File: src/rtl/mem_store_buffer.sv
// Posted-write store buffer between the MEM stage and DATA_MEMORY.
// Loads own the single memory port; queued stores drain whenever it is free.
module mem_store_buffer #(
    parameter int unsigned DEPTH  = 4,
    parameter int unsigned ADDR_W = 32,
    parameter int unsigned DATA_W = 32
) (
    input  logic                     clk,
    input  logic                     rst,
    input  logic                     cpu_mem_read,
    input  logic                     cpu_mem_write,
    input  logic [ADDR_W-1:0]        cpu_address,
    input  logic [DATA_W-1:0]        cpu_wdata,
    output logic [DATA_W-1:0]        cpu_rdata,
    output logic                     stall,
    output logic                     dm_mem_read,
    output logic                     dm_mem_write,
    output logic [ADDR_W-1:0]        dm_address,
    output logic [DATA_W-1:0]        dm_write_val,
    input  logic [DATA_W-1:0]        dm_out,
    output logic                     empty,
    output logic [$clog2(DEPTH):0]   count
);

    localparam int unsigned PTR_W = $clog2(DEPTH);
    localparam int unsigned CNT_W = PTR_W + 1;

    typedef logic [PTR_W-1:0] ptr_t;

    typedef struct packed {
        logic [ADDR_W-1:0] addr;
        logic [DATA_W-1:0] data;
    } entry_t;

    entry_t           entries [DEPTH];
    logic [DEPTH-1:0] valid;
    ptr_t             head;
    ptr_t             tail;
    logic [CNT_W-1:0] cnt;

    logic             drain;
    logic             enq;
    logic             fwd_hit;
    logic [DATA_W-1:0] fwd_data;

    // Port arbitration: a pending load always takes the memory port.
    always_comb begin
        empty        = (cnt == '0);
        drain        = !empty && !cpu_mem_read;
        stall        = cpu_mem_write && (cnt == CNT_W'(DEPTH)) && !drain;
        enq          = cpu_mem_write && !stall;
        dm_mem_read  = cpu_mem_read;
        dm_mem_write = drain;
        dm_address   = cpu_mem_read ? cpu_address : entries[head].addr;
        dm_write_val = entries[head].data;
        count        = cnt;
    end

    // Forwarding walks oldest to youngest so the newest matching store wins.
    always_comb begin
        ptr_t idx;
        idx      = head;
        fwd_hit  = 1'b0;
        fwd_data = '0;
        for (int i = 0; i < int'(DEPTH); i++) begin
            idx = head + PTR_W'(i);
            if (valid[idx] && (entries[idx].addr == cpu_address)) begin
                fwd_hit  = 1'b1;
                fwd_data = entries[idx].data;
            end
        end
        cpu_rdata = fwd_hit ? fwd_data : dm_out;
    end

    // Pointer, occupancy and valid tracking; enqueue overrides drain on a shared slot.
    always_ff @(posedge clk or posedge rst) begin
        if (rst) begin
            head  <= '0;
            tail  <= '0;
            cnt   <= '0;
            valid <= '0;
        end else begin
            if (drain) begin
                valid[head] <= 1'b0;
                head        <= head + PTR_W'(1);
            end
            if (enq) begin
                valid[tail] <= 1'b1;
                tail        <= tail + PTR_W'(1);
            end
            case ({enq, drain})
                2'b10:   cnt <= cnt + CNT_W'(1);
                2'b01:   cnt <= cnt - CNT_W'(1);
                default: cnt <= cnt;
            endcase
        end
    end

    // Payload storage needs no reset; valid bits gate every use.
    always_ff @(posedge clk) begin
        if (enq) begin
            entries[tail] <= '{addr: cpu_address, data: cpu_wdata};
        end
    end

endmodule

File: config.mk
export PLATFORM = sky130hd
export DESIGN_NAME = mem_store_buffer
export DESIGN_NICKNAME = d
export VERILOG_FILES = /design/src/rtl/mem_store_buffer.sv
export SDC_FILE = /design/constraint.sdc
export NUM_CORES = 1
export LEC_CHECK = 0
export BUFFER_PORTS_ARGS = -buffer_cell sky130_fd_sc_hd__buf_2
export CAP_MARGIN = 30
export CORE_MARGIN = 3
export CORE_UTILIZATION = 56
export DETAILED_ROUTE_END_ITERATION = 12
export PLACE_DENSITY = 0.76
export RECOVER_POWER = 50
export SLEW_MARGIN = 20
export SYNTH_ARGS = -nofsm -noshare
export SYNTH_HDL_FRONTEND = slang
export SYNTH_SLANG_ARGS = --single-unit
File: constraint.sdc
create_clock -name clk -period 7.4 [get_ports clk]
set_input_delay 1.11 -clock clk [delete_from_list [all_inputs] [get_ports clk]]
set_output_delay 1.11 -clock clk [all_outputs]
set_load 0.01 [all_outputs]
==> results.txt, run 1 <==
* Number of standard cells in the final layout excluding fillers: 2011
* Number of antenna violations at the first check in global routing: 5
- Relative area change from synthesis to final layout: 10.5%
- Register bit count reported by yosys: 267
- Cell Pwr Density: 416 nW/um^2
- The initialized floorplan defines 67 standard-cell rows.
- Routed wire per std cell: around 26 um
* Mapped Nets: 1526
- Crit-path cells: buf_12, mux4_2, xor2_1, nor4_1, nand2_1, or4_4, nor4_4, nor3b_2, buf_4, a221oi_1, a21o_1, buf_2
- Crit Path Category: reg2out
* Share of the clock period used by the worst path: 0.923
- Entering global routing, the biggest net connects 127 pins.
* Post-Synthesis Cell Area: ~19000 um^2
* Setup Fix Bufs, Post-CTS: 0
- Max-cap violations in this run came to 2.
- For this run the aggregate overflow at the end of global routing stands at 0.
* Largest area contributor in the synthesized netlist: sky130_fd_sc_hd__edfxtp_1
- The first global-routing pass estimated around 81 mm of wire.
- Counting tap cells, the placed design contains a total of 1953 instances.
- Delay contributed by the slowest stage of the critical path: 750 ps
- The via count of the first global-routing pass is 13500.
* Vertical die dimension: 191 um
- The later pin in the worst-skew pair is clocked with a latency of 550 ps.
- The first TritonRoute pass finished after 6 iterations.
- Busiest metal layer after global routing: met2
- Number of cells upsized or downsized after cts: 0
* Async set-reset flop share out of synthesis: 0.0412
* Post-layout minimum cycle time: 6830 ps
- Layout cell share with drive strength beyond 1: 0.309
- Register area share after synthesis: 0.415
* Die width: around 190 um
* Min-Delay Path Class: reg2reg
- The congestion estimate from routability-driven global placement came to 0.946.
- Crit end category: output port
* Mean instance size in the synthesized netlist: 13.5 um^2
- The count of buffers added on input and output ports is 202.
- Aggregate global-route resource usage: 0.287
- Clock-pin slew was measured on the worst setup and hold paths at roughly 60 ps.
- For this run, the post-layout net count is 1647.
- H-tree levels: 1
- Count of antenna-violating nets left after detailed routing: 0
- The run finished, with violations left.
* Total of endpoints with negative setup slack in the final report: 0
- The worst-case IR drop observed on VDD is around 0.00030 V.
* Library cell used as clock root buffer: sky130_fd_sc_hd__clkbuf_16
- Data on the critical path arrives at its endpoint at 5720 ps.
- Measured against its own limit, the worst slew margin works out to -0.342.
- After clock tree synthesis, the flow added hold-fix buffers numbering 0.
* Total number of vias: 14000
- Setup repair after global routing left no endpoint under its margin.
- Violation count after the first detailed-routing iteration: 1778
* Core Footprint: 33600 um^2
* Effective utilization at floorplan: 0.570
- I/O Pins: 203
- Global-route track usage on met1: 0.408
* Leading post-synthesis cells by instance count: 256 x sky130_fd_sc_hd__edfxtp_1, 215 x sky130_fd_sc_hd__mux4_2, 96 x sky130_fd_sc_hd__nand2_1, 86 x sky130_fd_sc_hd__xnor2_1, 84 x sky130_fd_sc_hd__mux2i_1
- Setup TNS after final layout: 0 ps
* CP max stage cell: sky130_fd_sc_hd__dfrtp_4
* Final hold violation count: 0
* Met2 routing resource usage after global routing: 0.462
- By instance count, the leading cell after synthesis is sky130_fd_sc_hd__edfxtp_1.
- Counting along the longest clock path gives a buffer depth of 3.
- Post-synthesis instance total: around 1400
- STA classifies the critical path startpoint as a flop.
- Counting every sink on the clock net gives 267.
- Once layout is complete, the utilization of the core stands at 0.630.
* Vias per std cell: 6.95
- Required time at the endpoint of the critical path: 6290 ps
- Post-route standard cell area excluding fillers: 21200 um^2
* Fraction of post-synthesis cell area in the top cell type by area: 0.401
- For the final database, setup skew stands at 14.9 ps.
- After synthesis, the cell types taking the most area are sky130_fd_sc_hd__edfxtp_1 40%, sky130_fd_sc_hd__mux4_2 25%, sky130_fd_sc_hd__mux2i_1 4.4%.
* Least-Margin Pin Slew: 2010 ps
* Sequential cell area: 7970 um^2
* Maximum fanout count along the critical path: 126
- CTS tree: done
- Yosys mapped a number of flops with a built-in enable equal to between 200 and 300.
* TritonCTS Buffers: 29
- The filler cells instantiated in the layout total 2493.
- Pleak: 7.33 nW
- Max Transition Viols Final: 56
- In the final layout, the multi-input gates occupy 10300 um^2.
* Placement-stage cell area: 20300 um^2
- During synthesis, Yosys emitted a total of 0 warnings.
* Remaining design rule violation count: 0
* Post-synth top flop: sky130_fd_sc_hd__edfxtp_1
* Final HPWL from detailed placement: roughly 34 mm
- Timing would allow up to 146 MHz.
- GR met3 Demand/Resource: 0.0477
- Number of unique standard cell types used by synthesis: 60
* Violated checks: max-capacitance violations, max-slew violations
- The die covers 36500 um^2.
* Wirelength, routed: 52.7 mm
## routing by layer
layer | vias to the layer above | part of all wire
met5 | - | 0.00044
met3 | 128 | 0.10
met1 | 7047 | 0.38
met2 | 848 | 0.48
met4 | 4 | 0.033
li1 | 5959 | -
## worst max-delay path, delay by kind of cell, from the launching register on
family | cells | cell delay (ps)
AO/OA/AOI/OAI | 2 | 490
XOR/XNOR | 1 | 160
buffers and inverters | 3 | 1080
flip-flops | 1 | 750
multiplexers | 1 | 440
AND/OR/NAND/NOR | 5 | 2020
## layout make-up
class / count / share of cell area
antenna: 4 / 0.000473
tap: 448 / 0.0265
sequential: 267 / 0.376
timing repair buffer: 235 / 0.0591
clock inverter: 11 / 0.00260
multi-input combinational: 947 / 0.485
inverter: 57 / 0.0102
clock buffer: 42 / 0.0399
## registers in the layout, indices dropped and copies added, names as in the netlist
register / cells
tail: 2
entries: 256
head: 2
valid: 4
count: 3
## kinds of logic after synthesis
logic type	share of synthesized area
xor gates and xnor gates	0.0539
and+or+nand+nor	0.0762
AOI/OAI and AO/OA	0.0916
buffers and inverters	0.0508
DFF	0.415
muxes	0.305
adders and majority gates	0.00692
## report_power, final
| part | switching, mW | leakage, nW | total (mW) | internal (mW) |
|---|---|---|---|---|
| combinational | 2.68 | 4.41 | 5.13 | 2.45 |
| sequential | 0.291 | 2.48 | 2.30 | 2.01 |
| clock | 0.584 | 0.444 | 1.37 | 0.788 |
## per-stage QoR
step	hold slack [ps]	setup slack (ps)	power [mW]
after floorplan	509	1340	6.20
after CTS	540	595	8.78
final	541	568	8.80
after global placement	506	1350	7.28
after global routing	577	150	9.25
after detailed placement	524	1200	7.39
## placed cells by master, fill, tap and decap left out, types with 13 or more instances in the layout
master,instances
sky130_fd_sc_hd__nand2_1,96
sky130_fd_sc_hd__a211oi_1,37
sky130_fd_sc_hd__xor2_1,32
sky130_fd_sc_hd__clkbuf_16,30
sky130_fd_sc_hd__and3_1,34
sky130_fd_sc_hd__nor3_1,42
sky130_fd_sc_hd__edfxtp_1,256
sky130_fd_sc_hd__o21ai_0,27
sky130_fd_sc_hd__clkbuf_1,75
sky130_fd_sc_hd__a21o_1,36
sky130_fd_sc_hd__inv_1,56
sky130_fd_sc_hd__a221oi_2,28
sky130_fd_sc_hd__a21oi_1,17
sky130_fd_sc_hd__buf_4,28
sky130_fd_sc_hd__buf_2,134
sky130_fd_sc_hd__mux2i_1,84
sky130_fd_sc_hd__mux2_2,14
sky130_fd_sc_hd__nand4_1,13
sky130_fd_sc_hd__mux4_2,215
sky130_fd_sc_hd__nand3_1,70
sky130_fd_sc_hd__xnor2_1,86
## path summary, 6_finish.rpt
kind / from / to / slack, ps / cells after the start
min in group asynchronous: rst / count[2] / 560 / 2
hold / removal: count[2] / count[2] / 540 / 1
hold reg to reg: count[2] / count[2] / 540 / 1
setup / recovery: head[0] / cpu_rdata[0] / 570 / 12
setup reg to reg: count[2] / entries[2][19] / 3800 / 5
max in group asynchronous: rst / head[0] / 6500 / 2
Power figures use the tool's default switching activity.
==> inputs of run 2 (changes only) <==
--- a/config.mk
+++ b/config.mk
@@ -7,11 +7,14 @@
 export LEC_CHECK = 0
 export BUFFER_PORTS_ARGS = -buffer_cell sky130_fd_sc_hd__buf_2
 export CAP_MARGIN = 30
+export CELL_PAD_IN_SITES_DETAIL_PLACEMENT = 0
+export CELL_PAD_IN_SITES_GLOBAL_PLACEMENT = 1
 export CORE_MARGIN = 3
-export CORE_UTILIZATION = 56
+export CORE_UTILIZATION = 50
 export DETAILED_ROUTE_END_ITERATION = 12
-export PLACE_DENSITY = 0.76
+export PLACE_DENSITY_LB_ADDON = 0.1
 export RECOVER_POWER = 50
+export REMOVE_ABC_BUFFERS = 1
 export SLEW_MARGIN = 20
 export SYNTH_ARGS = -nofsm -noshare
 export SYNTH_HDL_FRONTEND = slang
==> run 2 against run 1 <==
Against the previous run:
- the run still ends with max-capacitance violations, max-slew violations left
- fmax grew 2.6%
- total power grew 0.18%
- hold slack lost 11 ps
- global-route usage fell by 2.4 points
- combinational power about the same
- non-clock buffer count up 1
- clock skew shrank 4.4 ps
- critical endpoint is now cpu_rdata[1]
- die area grew 12%
- critical path depth up 1
==> results.txt, run 2 (synthesis gave the netlist of run 1 again) <==
- Result of the run: finished with violations
- The final reports fail on max-capacitance violations, max-slew violations.
- The detailed-route vias per instance is 6.54 (-6.0%).
- The total of hold buffers inserted after clock tree synthesis is 0 (unchanged).
- Cell Pwr Density: 415 nW/um^2 (-0.21%)
* Max-cap violation count: 5 (+3)
- First-pass iteration count of the detailed router: 5 (-1)
* Effective utilization at floorplan: 0.508 (-0.0625)
- Share of the clock period used by the worst path: 0.900 (-0.0232)
* Maximum number of pins on one net before global-route repair: 125 (-1.6%)
* Final net count: 1648 (+0.061%)
- Final hold violation count: 0 (unchanged)
- Remaining design rule violation count: 0 (unchanged)
- The final max-slew violation count is 144 (+160%).
- Least-Margin Pin Slew: 2720 ps (+707 ps)
- Overall power after layout: 8.82 mW (+0.18%)
* Clock insertion delay at the later pin of the skew report: 560 ps (about the same)
* Max reg flops: 256 (unchanged)
- H-tree levels: 1 (unchanged)
* Vertical die dimension: 202 um (+5.6%)
- Core Footprint: 37800 um^2 (+12%)
- The via count of the routed design is 13600 (-3.1%).
- Least setup slack across all paths after layout: 740 ps (+171 ps)
- The library cells used most frequently in the layout, excluding fill and tap cells, are 256 x sky130_fd_sc_hd__edfxtp_1, 215 x sky130_fd_sc_hd__mux4_2, 133 x sky130_fd_sc_hd__buf_2.
- Crit end category: output port
- Number of placement rows: 71 (+6.0%)
* Aggregate global-route resource usage: 0.263 (-0.0238)
- TritonCTS built the clock tree.
- Required time at the endpoint of the critical path: 6290 ps (about the same)
* Total of fill cells in the finished design: 3154 (+27%)
- Most frequent standard cell in the layout excluding fill and tap cells: sky130_fd_sc_hd__edfxtp_1
- The placed wire-length estimate after detailed placement is 35.6 mm (+3.4%).
* Post-layout minimum cycle time: 6660 ps (-171 ps)
- The register with the most flip-flops in the final layout is entries.
- Area used by multi-input combinational logic: 10300 um^2 (about the same)
- The worst hold path belongs to the class reg2reg.
- I/O Pins: 203 (unchanged)
- The clock transition at the registers of the reported paths was 60 ps (about the same).
- Endpoint arrival time on the critical path: 5550 ps (-170 ps)
- Violation count after the first detailed-routing iteration: 1204 (-32%)
* Worst Hold Slack: 530 ps (-10.9 ps)
- The number of sinks driven by the clock tree is 267 (unchanged).
- The routed wire length was 54.1 mm (+2.8%).
- Final Wtd Congestion: 0.917 (-3.0%)
- The post-placement cell area was 20400 um^2 (+0.49%).
* Library cell used as clock root buffer: sky130_fd_sc_hd__clkbuf_16
- The post-layout instance area was 21300 um^2 (+0.38%).
* Layout cell share with drive strength beyond 1: 0.308 (about the same)
- The leakage power of the design came to 7.33 nW (-0.12%).
- Setup Fix Bufs, Post-CTS: 0 (unchanged)
* Die width: 202 um (+5.6%)
- Number of cells upsized or downsized after cts: 0 (unchanged)
- Maximum operating frequency: 150 MHz (+2.6%)
- Kind of launch point of the worst setup path: flop
- Total of endpoints with negative setup slack in the final report: 0 (unchanged)
* Number of global-route vias before repair: 13300 (-1.4%)
- Count of antenna-violating nets left after detailed routing: 0 (unchanged)
- The count of input and output buffers came to 202 (unchanged).
* Worst setup skew after layout: 10.5 ps (-4.38 ps)
* Overflow left after global routing: 0 (unchanged)
- Crit Path Category: reg2out
* Routed wire per std cell: 26.1 um (-0.30%)
* Sequential cell area: 7970 um^2 (unchanged)
- Wire length of the first global-routing pass: 82.7 mm (+2.0%)
- The maximum fanout along the worst path is 112 (-11%).
* TritonCTS Buffers: 29 (unchanged)
- The post-placement worst setup slack is 1340 ps (+138 ps).
- Max-Slew Margin vs Limit: -0.814 (-0.473)
- Utilization after layout: 0.563 (-0.0669)
- The full die area was 40700 um^2 (+12%).
- The buffer levels on the longest clock path is 3 (unchanged).
- Unrepaired setup endpoints after global routing: no
- The initial antenna violation count was 1 (-4).
* Worst supply voltage drop on vdd: 0.000388 V (+28%)
- The area growth from synthesis to layout is 10.9%.
[run 2: metrics by stage]
| stage | TNS (ps) | std cells |
|---|---|---|
| after floorplan | -679470 | 1271 |
| after global placement | 0 | 2018 |
| after detailed placement | 0 | 2018 |
| after CTS | 0 | 2071 |
| after global routing | 0 | 2072 |
| final | 0 | 2073 |
[run 2: layout make-up]
class / instances / area share
sequential: 267 / 0.375
tap: 511 / 0.0301
timing repair buffer: 236 / 0.0582
clock inverter: 6 / 0.00282
inverter: 57 / 0.0102
clock buffer: 47 / 0.0406
antenna: 2 / 0.000235
multi-input combinational: 947 / 0.483
[run 2: worst paths after layout]
path	startpoint	endpoint	slack, ps	cells past startpoint
worst max register to register	count[2]	entries[0][52]	3120	5
max in group asynchronous	rst	head[0]	6460	2
min in group asynchronous	rst	valid[0]	560	2
worst max-delay path	head[1]	cpu_rdata[1]	740	13
worst min register to register	count[2]	count[2]	530	1
worst min-delay path	count[2]	count[2]	530	1
[run 2: critical path: stages (launching register included)]
cell,delay [ps]
sky130_fd_sc_hd__dfrtp_4,430
sky130_fd_sc_hd__buf_12,580
sky130_fd_sc_hd__mux4_2,610
sky130_fd_sc_hd__xor2_1,180
sky130_fd_sc_hd__nor4_1,790
sky130_fd_sc_hd__nand2_1,130
sky130_fd_sc_hd__or4_4,520
sky130_fd_sc_hd__nor4_4,410
sky130_fd_sc_hd__buf_4,280
sky130_fd_sc_hd__nor3b_2,70
sky130_fd_sc_hd__buf_4,260
sky130_fd_sc_hd__a221oi_1,440
sky130_fd_sc_hd__a21o_1,130
sky130_fd_sc_hd__buf_2,120
[run 2: report_power, final]
group          leakage, nW  internal [mW]  switching [mW]
clock network        0.447          0.826           0.592
registers             2.48           2.02           0.251
logic                 4.40           2.45            2.68
total                 7.33           5.29            3.53
[run 2: routing by layer]
layer / up-vias / global-route usage / share of wire
li1: 5948 / - / -
met1: 6919 / 0.371 / 0.41
met2: 617 / 0.424 / 0.48
met3: 71 / 0.0472 / 0.089
met4: 0 / 0.0760 / 0.029
met5: - / 0 / 0
==> inputs of run 3 (changes only) <==
--- a/config.mk
+++ b/config.mk
@@ -12,6 +12,7 @@
 export CORE_MARGIN = 3
 export CORE_UTILIZATION = 50
 export DETAILED_ROUTE_END_ITERATION = 12
+export GPL_TIMING_DRIVEN = 0
 export PLACE_DENSITY_LB_ADDON = 0.1
 export RECOVER_POWER = 50
 export REMOVE_ABC_BUFFERS = 1
==> run 3 against run 2 <==
Against the previous run:
- the run still ends with max-capacitance violations, max-slew violations left
- fmax fell by 6.8%
- critical path depth is 6 higher
- clock-buffer cell count shrank 5
- combinational power grew 5.1%
- core utilization grew 1.7 points
- register-to-register slack better by 290 ps
- first-iteration DRC count down 5.5%
- sequential cell count unchanged
- global-route usage grew 0.32 points
- wire length is 0.78% higher
- hold slack lost 7.0 ps
- largest power group unchanged
==> results.txt, run 3 (synthesis gave the netlist of run 1 again) <==
- Result of the run: finished with violations
* Violated checks: max-capacitance violations, max-slew violations
- Maximum operating frequency: 140 MHz (-6.8%)
* Routed wire per std cell: 26.0 um (-0.56%)
- Wirelength, routed: 54.6 mm (+0.78%)
- Power spent charging and discharging nets: 3.61 mW (+2.4%)
* First-pass iteration count of the detailed router: 5 (unchanged)
* Core Footprint: 37800 um^2 (unchanged)
- The final weighted congestion in routability-driven placement came to 0.877 (-4.4%).
- Die area: 40700 um^2 (unchanged)
- Wire length of the first global-routing pass: 83.2 mm (+0.68%)
- The worst register-to-register path begins at count[2].
* Max-Slew Margin vs Limit: -1.09 (-0.272)
- Cell Pwr Density: 416 nW/um^2 (+0.44%)
- Overflow left after global routing: 0 (unchanged)
- Cell internal power dissipation: 5.52 mW (+4.3%)
- Total number of vias: 13600 (+0.52%)
* Max reg flops: 256 (unchanged)
- TritonCTS built the clock tree.
- The minimum period implied by the final worst setup slack came to 7150 ps (+487 ps).
- The number of buffers created by CTS is 30 (+3.4%).
- Number of standard cells in the final layout excluding fillers: 2101 (+1.4%)
- Maximum fanout count along the critical path: 47 (-58%)
* Kind of launch point of the worst setup path: flop
- Count of input and output buffers: 202 (unchanged)
- The clock transition at the registers of the reported paths came to 60 ps (about the same).
- The worst hold path begins at count[2].
- Power share of the combinational group: 0.590 (+0.008)
* Critical path buffers and inverters: 9 (+5)
* Count of antenna-violating nets left after detailed routing: 0 (unchanged)
- Pleak: 7.65 nW (+4.4%)
* Vias per std cell: 6.49 (-0.82%)
- The instance count along the most critical hold path was 1 (unchanged).
- Share of the clock period used by the worst path: 0.966 (+0.0658)
* Worst supply voltage drop on vdd: 0.000346 V (-11%)
* Power share of the clock group: 0.162 (about the same)
- The starting density of the core is 0.508 (unchanged).
- The final max-slew violation count came to 156 (+8.3%).
- Final hold violation count: 0 (unchanged)
* Required time at the endpoint of the critical path: 6290 ps (about the same)
- The slowest stage of the critical path is the sky130_fd_sc_hd__ha_4 cell.
- The depth of the CTS H-tree was 1 (unchanged).
- Grouping stages by cell kind, the critical path spends the most delay in buffers and inverters.
* Number of placement rows: 71 (unchanged)
- The number of DRC markers in iteration 0 is 1138 (-5.5%).
- Sink Count: 267 (unchanged)
- The total routing usage reported by global routing is 0.266 (+0.00316).
* Worst setup skew after layout: 7.87 ps (-2.60 ps)
- The flop-to-flop setup slack was 3410 ps (+290 ps).
* Min-Delay Path Class: reg2reg
- Most frequent standard cell in the layout excluding fill and tap cells: sky130_fd_sc_hd__edfxtp_1
- The path with the worst hold slack has its endpoint at count[2].
- Final net count: 1676 (+1.7%)
- Reg power frac: 0.248 (-0.009)
* Switching portion of total power: 0.395 (-0.00441)
- The buffer levels on the longest clock path came to 3 (unchanged).
- Register-to-Register Path Depth: 5 (unchanged)
* Vertical die dimension: 202 um (unchanged)
- Remaining design rule violation count: 0 (unchanged)
- Cell count after placement: 2033 (+0.74%)
* Register with the highest flop count: entries
- The library cells used most frequently in the layout, excluding fill and tap cells, are 256 x sky130_fd_sc_hd__edfxtp_1, 215 x sky130_fd_sc_hd__mux4_2, 137 x sky130_fd_sc_hd__buf_2.
* I/O Pins: 203 (unchanged)
- Least-Margin Pin Slew: 3130 ps (+409 ps)
- The delay contributed by the slowest stage of the critical path came to 480 ps (-310 ps).
- The horizontal die dimension came to 202 um (unchanged).
* Worst Hold Slack: 523 ps (-6.95 ps)
- Number of global-route vias before repair: 13500 (+1.5%)
- Library cell used as clock root buffer: sky130_fd_sc_hd__clkbuf_16
- The worst setup path is captured at an output port.
* Endpoint of the worst register-to-register path: entries[3][14]
* Total of endpoints with negative setup slack in the final report: 0 (unchanged)
* Relative area change from synthesis to final layout: 14.3%
* Final HPWL from detailed placement: 36.2 mm (+1.9%)
- The data arrival time of the critical path was 6040 ps (+490 ps).
- Maximum number of pins on one net before global-route repair: 51 (-59%)
- The clock latency at the later pin of the worst-skew pair came to 580 ps (+20 ps).
- Walking the worst path, the cells encountered are buf_16, inv_1, ha_4, buf_16, buf_16, mux4_2, xnor2_1, nand4_1, nor4_4, and3_4, o2bb2a_2, buf_12, nor3b_4, buf_4, buf_4, buf_4, a221oi_2, a21o_1, buf_2.
- The count of max-cap constraint violations is 5 (unchanged).
- Crit Path Category: reg2out
- Setup repair after global routing left no endpoint under its margin.
* Number of antenna violations at the first check in global routing: 3 (+2)
- Layout cell share with drive strength beyond 1: 0.326 (+0.0177)
==> run 3: cell types whose count changed in the layout (fill, tap and decap cells not counted), moves of 2 or more <==
cell	delta
sky130_fd_sc_hd__buf_6	+16
sky130_fd_sc_hd__buf_16	+14
sky130_fd_sc_hd__buf_4	-12
sky130_fd_sc_hd__buf_2	+4
sky130_fd_sc_hd__clkbuf_8	-4
sky130_fd_sc_hd__clkinv_2	+4
sky130_fd_sc_hd__clkbuf_1	-3
sky130_fd_sc_hd__buf_12	+2
sky130_fd_sc_hd__buf_8	+2
sky130_fd_sc_hd__clkbuf_16	+2
sky130_fd_sc_hd__clkinv_1	+2
==> run 3: power groups by stage <==
stage | logic (mW) | registers (mW) | clock network, mW
final | 5.39 | 2.26 | 1.48
after global routing | 5.78 | 2.30 | 1.57
after CTS | 5.42 | 2.24 | 1.50
after detailed placement | 5.23 | 2.34 | 0
after global placement | 4.76 | 2.72 | 0
after floorplan | 4.27 | 2.58 | 0
==> run 3: area by class of cell <==
type / instances / area [um^2]
timing repair buffer: 262 / 1800
tap: 511 / 639
multi-input combinational: 948 / 10300
inverter: 57 / 219
clock buffer: 42 / 847
clock inverter: 13 / 119
fill: 3067 / 15800
sequential: 267 / 7970
antenna: 1 / 2.50
==> run 3: what timing repair did <==
action | 4_1_cts | 5_1_grt
hold buffers | 0 | 0
gates cloned | 1 | 0
endpoints found under the setup margin | 32 | 18
setup buffers | 6 | 4
pin swaps | 2 | 1
gates resized for setup | 5 | 3
==> run 3: per-layer routing <==
layer,vias to the layer above,share of wire,global-route usage
met5,-,0.00018,0
met4,2,0.022,0.0660
met3,69,0.078,0.0533
met2,533,0.49,0.440
met1,7012,0.41,0.367
li1,6009,-,-
==> run 3: metrics by stage <==
stage / area, um^2 / setup TNS, ps / utilization / total power, mW / setup slack, ps
floorplan: 18400 / -679470 / - / 6.84 / -14960
global placement: 20100 / -1223980 / 0.531 / 7.48 / -26830
detailed placement: 20900 / -9540 / 0.553 / 7.57 / -479
CTS: 22000 / 0 / 0.582 / 9.17 / 81.2
global route: 21900 / 0 / 0.581 / 9.65 / 80.8
finish: 21900 / 0 / 0.581 / 9.13 / 253
==> run 3: worst reg2reg max path, stage by stage, from the launching register on <==
cell	delay, ps
sky130_fd_sc_hd__dfrtp_1	410
sky130_fd_sc_hd__nand3_1	90
sky130_fd_sc_hd__nor3_1	80
sky130_fd_sc_hd__nor2b_1	430
sky130_fd_sc_hd__and2_0	2330
sky130_fd_sc_hd__buf_16	290
==> run 3: worst max path at each step <==
stage | start | to | slack [ps] | cells after the start
2_1_floorplan | head[0] | cpu_rdata[0] | -14960 | 10
3_3_place_gp | head[0] | cpu_rdata[1] | -26830 | 12
3_5_place_dp | head[1] | cpu_rdata[14] | -480 | 19
4_1_cts | head[1] | cpu_rdata[24] | 80 | 19
5_1_grt | head[0] | cpu_rdata[29] | 80 | 19
6_report | head[1] | cpu_rdata[24] | 250 | 19
